File: config.mk
export PLATFORM = sky130hd
export DESIGN_NAME = input_conditioner
export DESIGN_NICKNAME = d
export VERILOG_FILES = /design/src/rtl/input_conditioner.sv
export SDC_FILE = /design/constraint.sdc
export NUM_CORES = 1
export LEC_CHECK = 0
export ABC_AREA = 1
export BUFFER_PORTS_ARGS = -buffer_cell sky130_fd_sc_hd__clkbuf_2
export CAP_MARGIN = 20
export CORE_MARGIN = 8
export CORE_UTILIZATION = 55
export CTS_CLUSTER_SIZE = 16
export DETAILED_ROUTE_END_ITERATION = 8
export HOLD_SLACK_MARGIN = 0.12
export PLACE_DENSITY = 0.76
export SETUP_SLACK_MARGIN = 0.05
export SLEW_MARGIN = 10
export SYNTH_ARGS = -nofsm -noshare
export SYNTH_HDL_FRONTEND = slang
export SYNTH_SLANG_ARGS = --single-unit
File: constraint.sdc
create_clock -name clk_i -period 1.45 [get_ports clk_i]
set_input_delay 0.145 -clock clk_i [delete_from_list [all_inputs] [get_ports clk_i]]
set_output_delay 0.145 -clock clk_i [all_outputs]
set_load 0.01 [all_outputs]
File: src/rtl/input_conditioner.sv
// input_conditioner: multi-channel button front end.
// Each channel synchronises its raw level, debounces both edges symmetrically,
// emits one-cycle press/release pulses, and can auto-repeat while held.
// Repeat timing is driven by an external tick strobe.
//
// Ports:
//   clk_i            system clock
//   reset_ni         synchronous active-low reset
//   raw_i            asynchronous button levels, active high
//   tick_i           one-cycle timing strobe used by the repeat timers
//   repeat_cancel_i  one-cycle strobe that stops repeating on held channels
//   debounced_o      filtered level per channel
//   pressed_o        one-cycle pulse on a debounced rising edge
//   released_o       one-cycle pulse on a debounced falling edge
//   action_o         pressed OR auto-repeat pulse
module input_conditioner #(
    parameter int unsigned          CHANNELS     = 5,
    parameter int unsigned          SYNC_STAGES  = 2,
    parameter int unsigned          DB_BITS      = 13,
    parameter logic [CHANNELS-1:0]  REPEAT_MASK  = CHANNELS'(5'b00111),
    parameter int unsigned          DELAY_TICKS  = 10,
    parameter int unsigned          PERIOD_TICKS = 3
) (
    input  logic                clk_i,
    input  logic                reset_ni,
    input  logic [CHANNELS-1:0] raw_i,
    input  logic                tick_i,
    input  logic                repeat_cancel_i,
    output logic [CHANNELS-1:0] debounced_o,
    output logic [CHANNELS-1:0] pressed_o,
    output logic [CHANNELS-1:0] released_o,
    output logic [CHANNELS-1:0] action_o
);

    localparam int unsigned MaxTicks = (DELAY_TICKS > PERIOD_TICKS) ? DELAY_TICKS : PERIOD_TICKS;
    localparam int unsigned RepBits  = $clog2(MaxTicks + 1);
    // Counter value at which the next tick expires the interval.
    localparam logic [RepBits-1:0] DelayLast  = RepBits'(DELAY_TICKS - 1);
    localparam logic [RepBits-1:0] PeriodLast = RepBits'(PERIOD_TICKS - 1);

    typedef enum logic [1:0] {StIdle, StDelay, StRepeat, StHeld} rep_state_e;

    for (genvar i = 0; i < CHANNELS; i++) begin : g_ch
        logic [SYNC_STAGES-1:0] sync_q;
        logic [DB_BITS-1:0]     db_cnt_q, db_cnt_d;
        logic                   level_q, level_d;
        logic                   rise, fall;
        logic                   pressed_q, released_q, action_q;
        logic                   rep_pulse;
        logic                   s;

        assign s = sync_q[SYNC_STAGES-1];

        always_ff @(posedge clk_i) begin
            if (!reset_ni) begin
                sync_q <= '0;
            end else begin
                sync_q <= {sync_q[SYNC_STAGES-2:0], raw_i[i]};
            end
        end

        // Count consecutive disagreeing samples; any agreement restarts the count.
        always_comb begin
            db_cnt_d = '0;
            level_d  = level_q;
            rise     = 1'b0;
            fall     = 1'b0;
            if (s != level_q) begin
                if (db_cnt_q == '1) begin
                    level_d = s;
                    rise    = s;
                    fall    = ~s;
                end else begin
                    db_cnt_d = db_cnt_q + 1'b1;
                end
            end
        end

        always_ff @(posedge clk_i) begin
            if (!reset_ni) begin
                db_cnt_q   <= '0;
                level_q    <= 1'b0;
                pressed_q  <= 1'b0;
                released_q <= 1'b0;
                action_q   <= 1'b0;
            end else begin
                db_cnt_q   <= db_cnt_d;
                level_q    <= level_d;
                pressed_q  <= rise;
                released_q <= fall;
                action_q   <= rise | rep_pulse;
            end
        end

        if (REPEAT_MASK[i]) begin : g_rep
            rep_state_e         state_q, state_d;
            logic [RepBits-1:0] cnt_q, cnt_d;

            // Triggered by the registered press/release pulses so a tick in the
            // press cycle is never counted and action cannot fire back to back.
            always_comb begin
                state_d   = state_q;
                cnt_d     = cnt_q;
                rep_pulse = 1'b0;
                unique case (state_q)
                    StIdle: begin
                        if (pressed_q) begin
                            cnt_d   = '0;
                            state_d = StDelay;
                        end
                    end
                    StDelay: begin
                        if (released_q) begin
                            state_d = StIdle;
                        end else if (repeat_cancel_i) begin
                            state_d = StHeld;
                        end else if (tick_i) begin
                            if (cnt_q == DelayLast) begin
                                rep_pulse = 1'b1;
                                cnt_d     = '0;
                                state_d   = StRepeat;
                            end else begin
                                cnt_d = cnt_q + 1'b1;
                            end
                        end
                    end
                    StRepeat: begin
                        if (released_q) begin
                            state_d = StIdle;
                        end else if (repeat_cancel_i) begin
                            state_d = StHeld;
                        end else if (tick_i) begin
                            if (cnt_q == PeriodLast) begin
                                rep_pulse = 1'b1;
                                cnt_d     = '0;
                            end else begin
                                cnt_d = cnt_q + 1'b1;
                            end
                        end
                    end
                    StHeld: begin
                        if (released_q) begin
                            state_d = StIdle;
                        end
                    end
                    default: state_d = StIdle;
                endcase
            end

            always_ff @(posedge clk_i) begin
                if (!reset_ni) begin
                    state_q <= StIdle;
                    cnt_q   <= '0;
                end else begin
                    state_q <= state_d;
                    cnt_q   <= cnt_d;
                end
            end
        end else begin : g_norep
            assign rep_pulse = 1'b0;
        end

        assign debounced_o[i] = level_q;
        assign pressed_o[i]   = pressed_q;
        assign released_o[i]  = released_q;
        assign action_o[i]    = action_q;
    end

endmodule

==> impl_metrics.tcl <==
set metrics [dict create \
    pwr-share-comb_pct 27.8 \
    whs_path_depth 3 \
    design_area_um2 6900 \
    seqPwrFrac_pct 46.4 \
    die_x_um 117 \
    cap_violations 0 \
    ys_types 42 \
    nets 878 \
    synthXorXnorAreaFrac_pct 4.56 \
    die-area_um2 13600 \
    yosysSeqAreaShare_pct 39.9 \
    synth_seq_cells 111 \
    drt-pass1-iter-count 5 \
    cp_top_family "simple AND/OR/NAND/NOR gates" \
    r2r_start "g_ch[1].g_rep.state_q[0]" \
    static-leakage-power_nw 2.94 \
    synth_nets 815 \
    sw_frac_of_total_pct 32.7 \
    yosys_warnings 0 \
    clk_pin_slew_worst_paths_ns 0.10 \
    hpwl_um 7990 \
    cts_root_buf "clkbuf_8" \
    grt_pass1_wl_um 19000 \
    grtUsageTotal_pct 17.0 \
    rows 36 \
    synth_top_area_share_pct 39.9 \
    muxShareOfSynthArea_pct 0 \
    core_area_um2 9820 \
    max-vdd-ir-drop_mv 0.646 \
    synth_area_leader_cell "dfxtp_1" \
    cp_cell_sequence "inv_4 > ha_4 > nand2_4 > o21ai_2 > nor2_2 > nand2_1 > nor2_2 > nand2_1 > nand2_1 > nor2_1" \
    clock_latency_ns 0.37 \
    period_needed_ns 1.42 \
    relSlewSlack_pct 74.7 \
    synth_compound_area_share_pct 7.20 \
    cts_buffer_depth 2 \
    hold-worst-slack_ns 0.177 \
    die_h_um 117 \
    grt_pass1_vias 4600 \
    end_kind "flop" \
    boundaryPins 29 \
    hold_viol_final 0 \
    htreeDepth 3 \
    areaGrowthSynthToFinish_pct 23.9 \
    grt_max_degree 19 \
    ff2ff_path_depth 10 \
    drive_gt1_share_pct 29.5 \
    dpl_cell_area_um2 5870 \
    dp_cells 945 \
    fin_skew_ns 0.0119 \
    vias 4990 \
    grt_setup_unrepaired "yes" \
    crit_path_top_delay_cell "dfxtp_4" \
    power.density_nw_per_um2 1010 \
    synthAdderAreaFrac_pct 3.82 \
    drtIter0Drc 305 \
    start_kind "flop" \
    cts_sinks 111 \
    hold_path_class "input port to flop" \
    postRouteAntennaNets 0 \
    path_class "flop to flop" \
    wire_per_inst_um 12.3 \
    numCtsBuffers 9 \
    portBuffers 28 \
    p_switching_mw 2.28 \
    tightest_slew_ns 0.377 \
    overflow 0 \
    p_int_mw 4.69 \
    syn_avg_cell_area_um2 7.05 \
    n_fill_cell 794 \
    finalNonFillerCells 990 \
    cts_tree "built" \
    crit_top_cell "nand2_1" \
    crit_arrival_ns 1.69 \
    power_mw 6.97 \
    initial_core_util_pct 56.7 \
    cp-endpoint "g_ch[1].g_rep.state_q[0]" \
    cp_max_fo 4 \
    setup_viol 0 \
    r2r_end "g_ch[1].g_rep.state_q[0]" \
    synth_area_leaders "dfxtp_1, nand2_1, nor2_1, inv_1, ha_1" \
    crit_start "g_ch[1].g_rep.state_q[0]" \
    diodes 0 \
    path_buf_inv 1 \
    wl_um 12100 \
    drt-vias-per-instance 5.04 \
    crit_path_max_incr_delay_ns 0.40 \
    slew_viol_final 0 \
    crit_required_ns 1.73 \
    crit_cells 10 \
    synth_top_family_by_area "simple AND/OR/NAND/NOR gates" \
    drc 0 \
    place.gp.congestion 0.886 \
    antenna_found_initial 0 \
    fmax_mhz 706 \
    netlist_area_um2 5560 \
    yosys.area_share.simple_pct 32.2 \
    pwr-share-clk_pct 25.7 \
    timing.final.crit_share_pct 97.7 \
    netlist_instances 789 \
    ff2ff_setup_slack_ns 0.03 \
    status "finished clean" \
]
area by class of cell:
class | count | area (um^2) | area share (%)
clock buffers | 11 | 151 | 2.20
clock inverters | 5 | 38.8 | 0.563
inverters | 120 | 473 | 6.86
multi-input cells | 528 | 3190 | 46.3
flip-flops and latches | 111 | 2270 | 33.0
well taps | 133 | 166 | 2.41
repair buffers | 81 | 594 | 8.62
repair inverters | 1 | 7.51 | 0.109
cells in the mapped netlist (all sizes together):
master  number
nor3b        1
clkbuf       3
nand4        6
xnor2       10
o21a         4
nand3       42
nor2       135
xor2        19
nand3b       3
nor3        25
a211oi       2
or2          7
o31ai        1
ha          17
a31oi        2
o22ai        3
nand2      190
nor4         1
inv        120
o211ai       2
dfxtp      111
buf         28
a22oi        1
o21ai       24
o21bai       1
a21oi       31
cells by family after synthesis:
family,Yosys count
AOI/OAI and AO/OA,71
xor gates and xnor gates,29
adders and majority gates,17
buffers and inverters,151
DFF,111
and+or+nand+nor,410
routing by layer:
layer / share of wire, % / track usage (%)
met1: 43 / 18.8
met2: 52 / 31.1
met3: 3.7 / 4.34
met4: 1.5 / 5.12
met5: 0 / 0
worst min-delay path by stage:
stage,slack (ns),end,from
floorplan,0.24,g_ch[0].sync_q[0],raw_i[0]
global placement,0.33,g_ch[2].sync_q[0],raw_i[2]
detailed placement,0.34,g_ch[0].sync_q[0],raw_i[0]
CTS,0.17,g_ch[4].action_q,reset_ni
global route,0.19,g_ch[4].action_q,reset_ni
finish,0.18,g_ch[4].action_q,reset_ni
what timing repair did:
action / 4_1_cts / 5_1_grt
pin swaps: 17 / 53
cloned: 1 / 1
hold endpoints to repair: 5 / 0
hold buffers: 5 / 0
setup buffers: 8 / 15
resized for setup: 48 / 142
setup endpoints to repair: 42 / 87
placed cells by master (no fill, tap or decap), drive strengths merged, types with 4 or more instances in the layout:
master       instances
dfxtp              111
o21a                 4
clkbuf              39
nand4                6
nand3               42
nand2              191
nor2               135
nor3                25
xor2                19
or2                  7
xnor2               10
ha                  17
dlygate4sd3          5
a21oi               31
o21ai               24
inv                122
buf                 48
stage by stage:
stage | setup WS [ns] | utilization, % | setup TNS [ns]
2_1_floorplan | 0.0508 | - | 0
3_3_place_gp | 0.0144 | 59.8 | 0
3_5_place_dp | -0.0811 | 59.8 | -0.284
4_1_cts | 0.0125 | 64.4 | 0
5_1_grt | -0.0786 | 70.2 | -0.406
6_report | 0.0337 | 70.2 | 0
power groups by stage:
stage               Clock [mW]  Combinational, mW  Sequential (mW)
floorplan                    0              0.978             3.26
finish                    1.79               1.94             3.24
global route              1.97               2.14             3.25
CTS                       1.85               1.37             3.23
detailed placement           0               1.21             3.27
global placement             0               1.16             3.26
flip-flops by register name (all words and copies together), names as in the netlist:
signal              cells
g_ch.pressed_q          3
g_ch.action_q           5
g_ch.released_q         5
g_ch.g_rep.state_q      6
g_ch.sync_q            10
g_ch.db_cnt_q          65
g_ch.level_q            5
g_ch.g_rep.cnt_q       12
tightest hold or removal path, delay by kind of cell:
kind                   cells  cell delay, ns
AND/OR/NAND/NOR            1            0.06
buffers and inverters      1            0.16
AO/OA/AOI/OAI              1            0.14
No activity file was read; power rests on OpenSTA's default activity.
